===== src/rtl/button_press_decoder.sv =====
// Two-channel push-button front end. Each raw contact is synchronised,
// polarity-corrected and debounced, then a small per-channel FSM classifies
// the press as short (pulse on release), long (pulse once the hold threshold
// is reached) and auto-repeat (periodic pulse while a long press is held).
// Both channels are identical and fully independent.
//
// Handshake: there is no valid/ready pair here. Every pulse output is a
// registered, single-cycle strobe and consumers must sample it on every clk.
//
// The hold and repeat thresholds are assumed to be at least 2 cycles.
module button_press_decoder #(
    parameter int DEBOUNCE_CYCLES = 1000000,
    parameter int LONG_CYCLES     = 25000000,
    parameter int REPEAT_CYCLES   = 10000000,
    parameter int ACTIVE_LOW      = 1
) (
    input  logic       clk,
    input  logic       reset,
    input  logic [1:0] btn_raw,
    output logic [1:0] btn_level,
    output logic [1:0] short_pulse,
    output logic [1:0] long_pulse,
    output logic [1:0] repeat_pulse,
    output logic [3:0] fsm_state_o
);

    // Counters are wide enough for the 50 MHz defaults with plenty of margin.
    localparam int CNT_W = 32;

    localparam logic [CNT_W-1:0] DEB_LAST  = CNT_W'(DEBOUNCE_CYCLES - 1);
    localparam logic [CNT_W-1:0] LONG_LAST = CNT_W'(LONG_CYCLES - 1);
    localparam logic [CNT_W-1:0] REP_LAST  = CNT_W'(REPEAT_CYCLES - 1);

    // Raw level that means "not pressed"; the synchronisers reset to it.
    localparam logic RELEASED_RAW = (ACTIVE_LOW != 0);

    localparam logic [1:0] ST_IDLE = 2'd0;
    localparam logic [1:0] ST_HELD = 2'd1;
    localparam logic [1:0] ST_LONG = 2'd2;

    for (genvar c = 0; c < 2; c++) begin : g_ch
        logic             sync1_q;
        logic             sync2_q;
        logic             pressed;
        logic             level_q;
        logic             level_d;
        logic [CNT_W-1:0] deb_cnt_q;
        logic [CNT_W-1:0] deb_cnt_d;
        logic [1:0]       state_q;
        logic [1:0]       state_d;
        logic [CNT_W-1:0] hold_cnt_q;
        logic [CNT_W-1:0] hold_cnt_d;
        logic [CNT_W-1:0] hold_next;
        logic [CNT_W-1:0] rep_cnt_q;
        logic [CNT_W-1:0] rep_cnt_d;
        logic             short_q;
        logic             short_d;
        logic             long_q;
        logic             long_d;
        logic             rep_q;
        logic             rep_d;

        // Two-flop synchroniser for the asynchronous contact.
        always_ff @(posedge clk or posedge reset) begin
            if (reset) begin
                sync1_q <= RELEASED_RAW;
                sync2_q <= RELEASED_RAW;
            end else begin
                sync1_q <= btn_raw[c];
                sync2_q <= sync1_q;
            end
        end

        // 1 = pressed, independent of the contact polarity.
        assign pressed = sync2_q ^ RELEASED_RAW;

        // Debounce: count consecutive cycles of disagreement, flip on the last one.
        always_comb begin
            level_d   = level_q;
            deb_cnt_d = '0;
            if (pressed != level_q) begin
                if (deb_cnt_q == DEB_LAST) begin
                    level_d   = ~level_q;
                    deb_cnt_d = '0;
                end else begin
                    deb_cnt_d = deb_cnt_q + CNT_W'(1);
                end
            end
        end

        // Press classifier. HELD compares the incremented hold count because
        // the IDLE->HELD step already consumes the first cycle after the rise,
        // which puts the long pulse exactly LONG_CYCLES after btn_level rises.
        // A release always takes priority over a threshold in the same cycle.
        always_comb begin
            state_d    = state_q;
            hold_cnt_d = hold_cnt_q;
            rep_cnt_d  = rep_cnt_q;
            hold_next  = hold_cnt_q + CNT_W'(1);
            short_d    = 1'b0;
            long_d     = 1'b0;
            rep_d      = 1'b0;
            case (state_q)
                ST_IDLE: begin
                    if (level_q) begin
                        state_d    = ST_HELD;
                        hold_cnt_d = '0;
                    end
                end
                ST_HELD: begin
                    if (!level_q) begin
                        short_d    = 1'b1;
                        state_d    = ST_IDLE;
                        hold_cnt_d = '0;
                    end else if (hold_next == LONG_LAST) begin
                        long_d     = 1'b1;
                        state_d    = ST_LONG;
                        hold_cnt_d = '0;
                        rep_cnt_d  = '0;
                    end else begin
                        hold_cnt_d = hold_next;
                    end
                end
                ST_LONG: begin
                    if (!level_q) begin
                        state_d   = ST_IDLE;
                        rep_cnt_d = '0;
                    end else if (rep_cnt_q == REP_LAST) begin
                        rep_d     = 1'b1;
                        rep_cnt_d = '0;
                    end else begin
                        rep_cnt_d = rep_cnt_q + CNT_W'(1);
                    end
                end
                default: begin
                    state_d    = ST_IDLE;
                    hold_cnt_d = '0;
                    rep_cnt_d  = '0;
                end
            endcase
        end

        // State, counters and registered pulse outputs.
        always_ff @(posedge clk or posedge reset) begin
            if (reset) begin
                level_q    <= 1'b0;
                deb_cnt_q  <= '0;
                state_q    <= ST_IDLE;
                hold_cnt_q <= '0;
                rep_cnt_q  <= '0;
                short_q    <= 1'b0;
                long_q     <= 1'b0;
                rep_q      <= 1'b0;
            end else begin
                level_q    <= level_d;
                deb_cnt_q  <= deb_cnt_d;
                state_q    <= state_d;
                hold_cnt_q <= hold_cnt_d;
                rep_cnt_q  <= rep_cnt_d;
                short_q    <= short_d;
                long_q     <= long_d;
                rep_q      <= rep_d;
            end
        end

        assign btn_level[c]         = level_q;
        assign short_pulse[c]       = short_q;
        assign long_pulse[c]        = long_q;
        assign repeat_pulse[c]      = rep_q;
        assign fsm_state_o[2*c +: 2] = state_q;
    end

endmodule


===== config.mk =====
export PLATFORM = sky130hd
export DESIGN_NAME = button_press_decoder
export DESIGN_NICKNAME = d
export VERILOG_FILES = /design/src/rtl/button_press_decoder.sv
export SDC_FILE = /design/constraint.sdc
export NUM_CORES = 1
export LEC_CHECK = 0
export BUFFER_PORTS_ARGS = -buffer_cell sky130_fd_sc_hd__buf_2
export CORE_ASPECT_RATIO = 0.6
export CORE_MARGIN = 10
export CORE_UTILIZATION = 35
export DETAILED_ROUTE_END_ITERATION = 8
export PLACE_DENSITY = 0.56
export SKIP_LAST_GASP = 1
export SLEW_MARGIN = 0
export SYNTH_ARGS = -nofsm -noshare
export SYNTH_HDL_FRONTEND = slang
export SYNTH_SLANG_ARGS = --single-unit

===== constraint.sdc =====
create_clock -name clk -period 5.8 [get_ports clk]
set_clock_uncertainty 0.05 [all_clocks]
set_input_delay 0.58 -clock clk [delete_from_list [all_inputs] [get_ports clk]]
set_output_delay 0.58 -clock clk [all_outputs]
set_load 0.005 [all_outputs]

# Word level (Yosys, flattened, before mapping)
# Index checks and enable logic that the tools add are counted.
[totals] regBits=208 inputBits=4 output_inout_bits=12 word_cells=114
[classes] n_addsub=6 n_eq_ne=22 muxes=48 bitwise_logic=8 n_reduce_logical=10
[op_table] cell="$mux 32" count=18
[op_table] cell="$pmux 32 s3" count=4
[op_table] cell="$add 32x1->32 const B" count=6
[op_table] cell="$eq 32x20->1 const B" count=2
[op_table] cell="$eq 32x24->1 const B" count=2
[op_table] cell="$eq 32x25->1 const B" count=2
[op_table] cell="$mux 1" count=16
[op_table] cell="$mux 2" count=8
[op_table] cell="$ne 2x2->1 const B" count=8
[op_table] cell="$pmux 2 s3" count=2
[op_table] cell="$reduce_and 3->1" count=4
[op_table] cell="$not 1->1" count=8
[op_table] cell="$reduce_and 2->1" count=4
[op_table] cell="$ne 3x3->1 const B" count=2
[op_table] cell="$eq 2x1->1 const B" count=2
[op_table] cell="$eq 2x2->1 const B" count=2
[op_table] cell="$logic_not 2->1" count=2
[op_table] cell="$ne 1x1->1" count=2

# Logic depth before layout (Yosys ltp)
[logic_depth] ltp_word=5 depth_mapped=13

# Worst setup path before layout
# Ideal clock, no wire load.
[synth_timing] path_type="register to register" from="register g_ch[0].hold_cnt_q[0]" to="register g_ch[0].hold_cnt_q[16]" setup_time_ns=0.126 t_arrival_ns=3.093 t_required_ns=5.624 slack_ns=2.531 path_stages_with_launch=12 n_path_buf=2 period_less_slack_ns=3.269 path_cell_list="dfrtp_1 -> ha_1 -> nand3_2 -> or4_4 -> nor4_4 -> nand3_1 -> a2111oi_2 -> and3_1 -> buf_2 -> buf_4 -> nor3_1 -> a221o_1"
[synth_between] elab_chain_cells=5
[synth_lines] item="start, declared" line_no="51" rtl="logic [CNT_W-1:0] hold_cnt_q;"
[synth_lines] item="start signal, assigned" line_no="158" rtl="hold_cnt_q <= hold_cnt_d;"
[synth_lines] item="$add 32x1->32 (*)" line_no="99" rtl="hold_next = hold_cnt_q + CNT_W'(1);"
[synth_lines] item="$eq 32x25->1" line_no="115" rtl="end else if (hold_next == LONG_LAST) begin"
[synth_lines] item="$mux 32 (*)" line_no="115"
[synth_lines] item="$mux 32 (*)" line_no="111" rtl="if (!level_q) begin"
[synth_lines] item="$pmux 32 s3 (*)" line_no="103" rtl="case (state_q)"
# Mark *: on every way between the ends. The rest lies on a longest branch, timed or not.
# A chain may end at the register's enable or synchronous reset.

# Final worst setup path
[layout_timing] from="register g_ch[0].hold_cnt_q[1]" to="register g_ch[0].hold_cnt_q[20]"
# Same word-level chain as after synthesis.

==> results by group <==
Status
  • Status: finished, final reports clean

Power
  • Pwr Total: 2.93 mW
  • Leakage: 5.28 nW
  • Maximum vdd drop: 0.000165 V
  • Total power per unit cell area: 228 nW/um^2

Routing
  • Post-route ant nets: 0
  • Routed wire length: 28.7 mm
  • WL/cell: 15.9 um
  • Via Count: 9883
  • Drt first pass iters: 5
  • DRC Markers: 0
  • Vias per cell: 5.48
  • DRT iter0 DRCs: 764

Placement
  • Post-Place Cells: 1762
  • Input/output buffers: 15
  • Placed cell area: 12200 um^2
  • Gpl congestion: 0.858
  • Detailed Place HPWL: 19.0 mm

Synth
  • Complex-gate fraction of the synthesized area: 13.1%
  • Post-synth net total: 1385
  • Mapped Cells: 1373
  • Post-Synth Adder-Cell Area: 0.848%
  • Sequential area share after synthesis: 44.1%
  • Ys Warns: 0
  • Post-Syn Area: 11800 um^2
  • Most common cell in the synthesized netlist: dfrtp_1
  • Top_reg_cell synth: dfrtp_1
  • Post-synth EDFFs: 0
  • Ranking of synthesized cells by area: dfrtp_1 (43%), nand3_1 (5.1%), nor2_1 (5.0%)
  • Top cell type by total area after synthesis: dfrtp_1
  • Post-synthesis xor/xnor area fraction: 6.61%
  • Synth Area in Simple Gates: 31.0%
  • Largest family of logic cells by synthesized area: simple AND/OR/NAND/NOR gates
  • Synth top cells by count: dfrtp_1 (204), nor2_1 (156), nand2_1 (146), nand3_1 (120), o21ai_0 (88)
  • Synth cell types: 68
  • Yosys top cell area share: 43.3%
  • Mapped Avg Cell Area: 8.60 um^2
  • Synth Register Bits: 208
  • Post-synthesis mux area share: 0.350%
  • Async S/R FF share, synth: 100%

Final layout
  • N_diodes: 0
  • Final Util: 39.2%
  • Net count, final: 1349
  • Fin cells: 1803
  • Layout cell share with drive strength beyond 1: 6.21%
  • Cell area after layout: 12900 um^2
  • Layout Area Growth over Synthesis: 9.06%

Worst setup path
  • Critical Path Source Type: register
  • Crit-path max FO: 17
  • CP Data Required Time: 6.15 ns
  • Worst Path Arrival: 4.80 ns
  • Crit Path Class: reg2reg
  • Crit. End Element: register
  • Reg-to-reg slack, setup: 1.36 ns

Global route
  • Grt met3 use: 2.29%
  • Largest net degree at the start of global routing: 165
  • Busiest grt layer: met1
  • Number of global-route vias before repair: 8895
  • Grt ovf: 0
  • M1 GR Usage: 21.6%
  • Initial antenna violation count: 0
  • GR Util All Layers: 13.5%
  • First-pass GRT wire length: 48.1 mm
  • Met2 usage: 17.9%

Clocking
  • CTS Buffer Depth: 3
  • Root Buffer: clkbuf_16
  • Clk Latency, worst-skew pair: 0.53 ns
  • Cts bufs inserted: 23
  • Max H-tree Level: 1
  • Post-CTS Setup Inserts: 0
  • # resized after CTS: 0
  • Worst-path clk slew: 0.06 ns
  • Clk sink count: 208
  • TritonCTS clock tree: yes
  • Hold bufs inserted after CTS: 0

Floorplan
  • Die area: 41700 um^2
  • Num rows: 51
  • Placeable Area: 32900 um^2
  • Die height: 162 um
  • Boundary Pins: 16
  • Initial Utilization: 35.9%
  • Die width: 257 um

Timing
  • Slew Limit Fails: 0
  • Post-layout minimum cycle time: 4.44 ns
  • Setup TNS: 0 ns
  • Final setup vio count: 0
  • Final hold vios: 0
  • Relative max-transition margin: 15.0%
  • RSZ-0062 raised after global routing: false
  • Final period utilization: 76.6%
  • Fmax: 225 MHz
  • Worst slew pin tran: 1.26 ns

Job
  • Max-cap viol count: 0

Min path
  • Worst hold path class: in2reg
## report_power, final
part	switching (mW)	leakage, nW	total, mW	internal (mW)
Combinational	0.0387	2.03	0.0454	0.00671
Clock	0.624	0.357	1.42	0.799
Sequential	0.00446	2.89	1.46	1.46
Total	0.667	5.28	2.93	2.26
## critical path: stages (launching register included)
cell and delay (ns):
dfrtp_1 0.45, ha_1 0.29, nand3_2 0.19, nor4_1 1.10, nand2_1 0.25, xnor2_1 0.23
a2111oi_2 0.47, and3_1 0.71, nor2_1 0.25, a221o_1 0.35
## per-layer routing
metal	part of all wire [%]	wire, um
met1	55	15800
met2	39	11100
met3	5.0	1450
met4	1.5	421
met5	0	0
## final cells by class
cell class / count / area [um^2]
clock buffer: 34 / 667
clock inverter: 7 / 45.0
fill: 3303 / 20000
inverter: 23 / 90.1
multi-input combinational: 1057 / 6140
sequential: 208 / 5210
tap: 450 / 563
timing repair buffer: 24 / 155
## sequential cells by signal, indices dropped and copies added, names as in the netlist, 4 cells and up
| signal | count |
|---|---|
| g_ch.deb_cnt_q | 64 |
| g_ch.rep_cnt_q | 64 |
| g_ch.hold_cnt_q | 64 |
| g_ch.state_q | 4 |
## cells by family (layout without fill, tap and decap cells)
| group | count (synthesis) | after routing |
|---|---|---|
| compound gates | 243 | 243 |
| xor+xnor | 89 | 89 |
| fa+ha+maj | 8 | 8 |
| buf+inv | 108 | 88 |
| flops | 208 | 208 |
| mux | 4 | 4 |
| simple gates | 713 | 713 |
## cell usage in the layout (no fill, tap or decap), types with 5 or more instances in the layout
cell type / instances
nor4_1: 34
xnor2_1: 35
inv_1: 22
nand2b_1: 11
or2_2: 7
buf_2: 15
a211oi_1: 6
nor2_1: 155
xor2_1: 54
o21ai_0: 88
a221o_1: 7
o211ai_1: 8
o21ai_1: 6
clkinv_2: 5
clkbuf_16: 23
nand4_1: 49
dfrtp_1: 204
nand3b_1: 5
a21o_1: 5
and4_1: 8
nor2b_1: 9
clkbuf_8: 5
nand2_1: 146
a21oi_1: 34
nand3_1: 120
or4_1: 9
o31ai_1: 17
and2_1: 17
or3_1: 27
a22o_1: 6
a211o_1: 16
nor4b_1: 11
nor4bb_1: 5
buf_4: 8
clkbuf_1: 6
ha_1: 8
nor3_1: 39
a31oi_1: 25
and3_1: 42
## metrics by stage
stage,setup slack [ns],hold slack (ns)
6_report,1.36,0.0943
5_1_grt,1.02,0.0763
4_1_cts,1.41,0.0685
3_5_place_dp,1.43,0.298
3_3_place_gp,1.66,0.300
2_1_floorplan,2.47,0.295
## final timing paths
kind                                                           end                               from  cells after the start
min in group asynchronous       g_ch[1].hold_cnt_q[27]$_DFFE_PP0P_                              reset                      3
worst max register to register  g_ch[0].hold_cnt_q[20]$_DFFE_PP0P_  g_ch[0].hold_cnt_q[1]$_DFFE_PP0P_                      9
max in group asynchronous        g_ch[0].hold_cnt_q[6]$_DFFE_PP0P_                              reset                      4
worst min register to register           g_ch[0].sync2_q$_DFF_PP1_          g_ch[0].sync1_q$_DFF_PP1_                      0
worst max-delay path            g_ch[0].hold_cnt_q[20]$_DFFE_PP0P_  g_ch[0].hold_cnt_q[1]$_DFFE_PP0P_                      9
worst min-delay path                     g_ch[0].sync1_q$_DFF_PP1_                         btn_raw[0]                      1
Power figures use the tool's default switching activity.
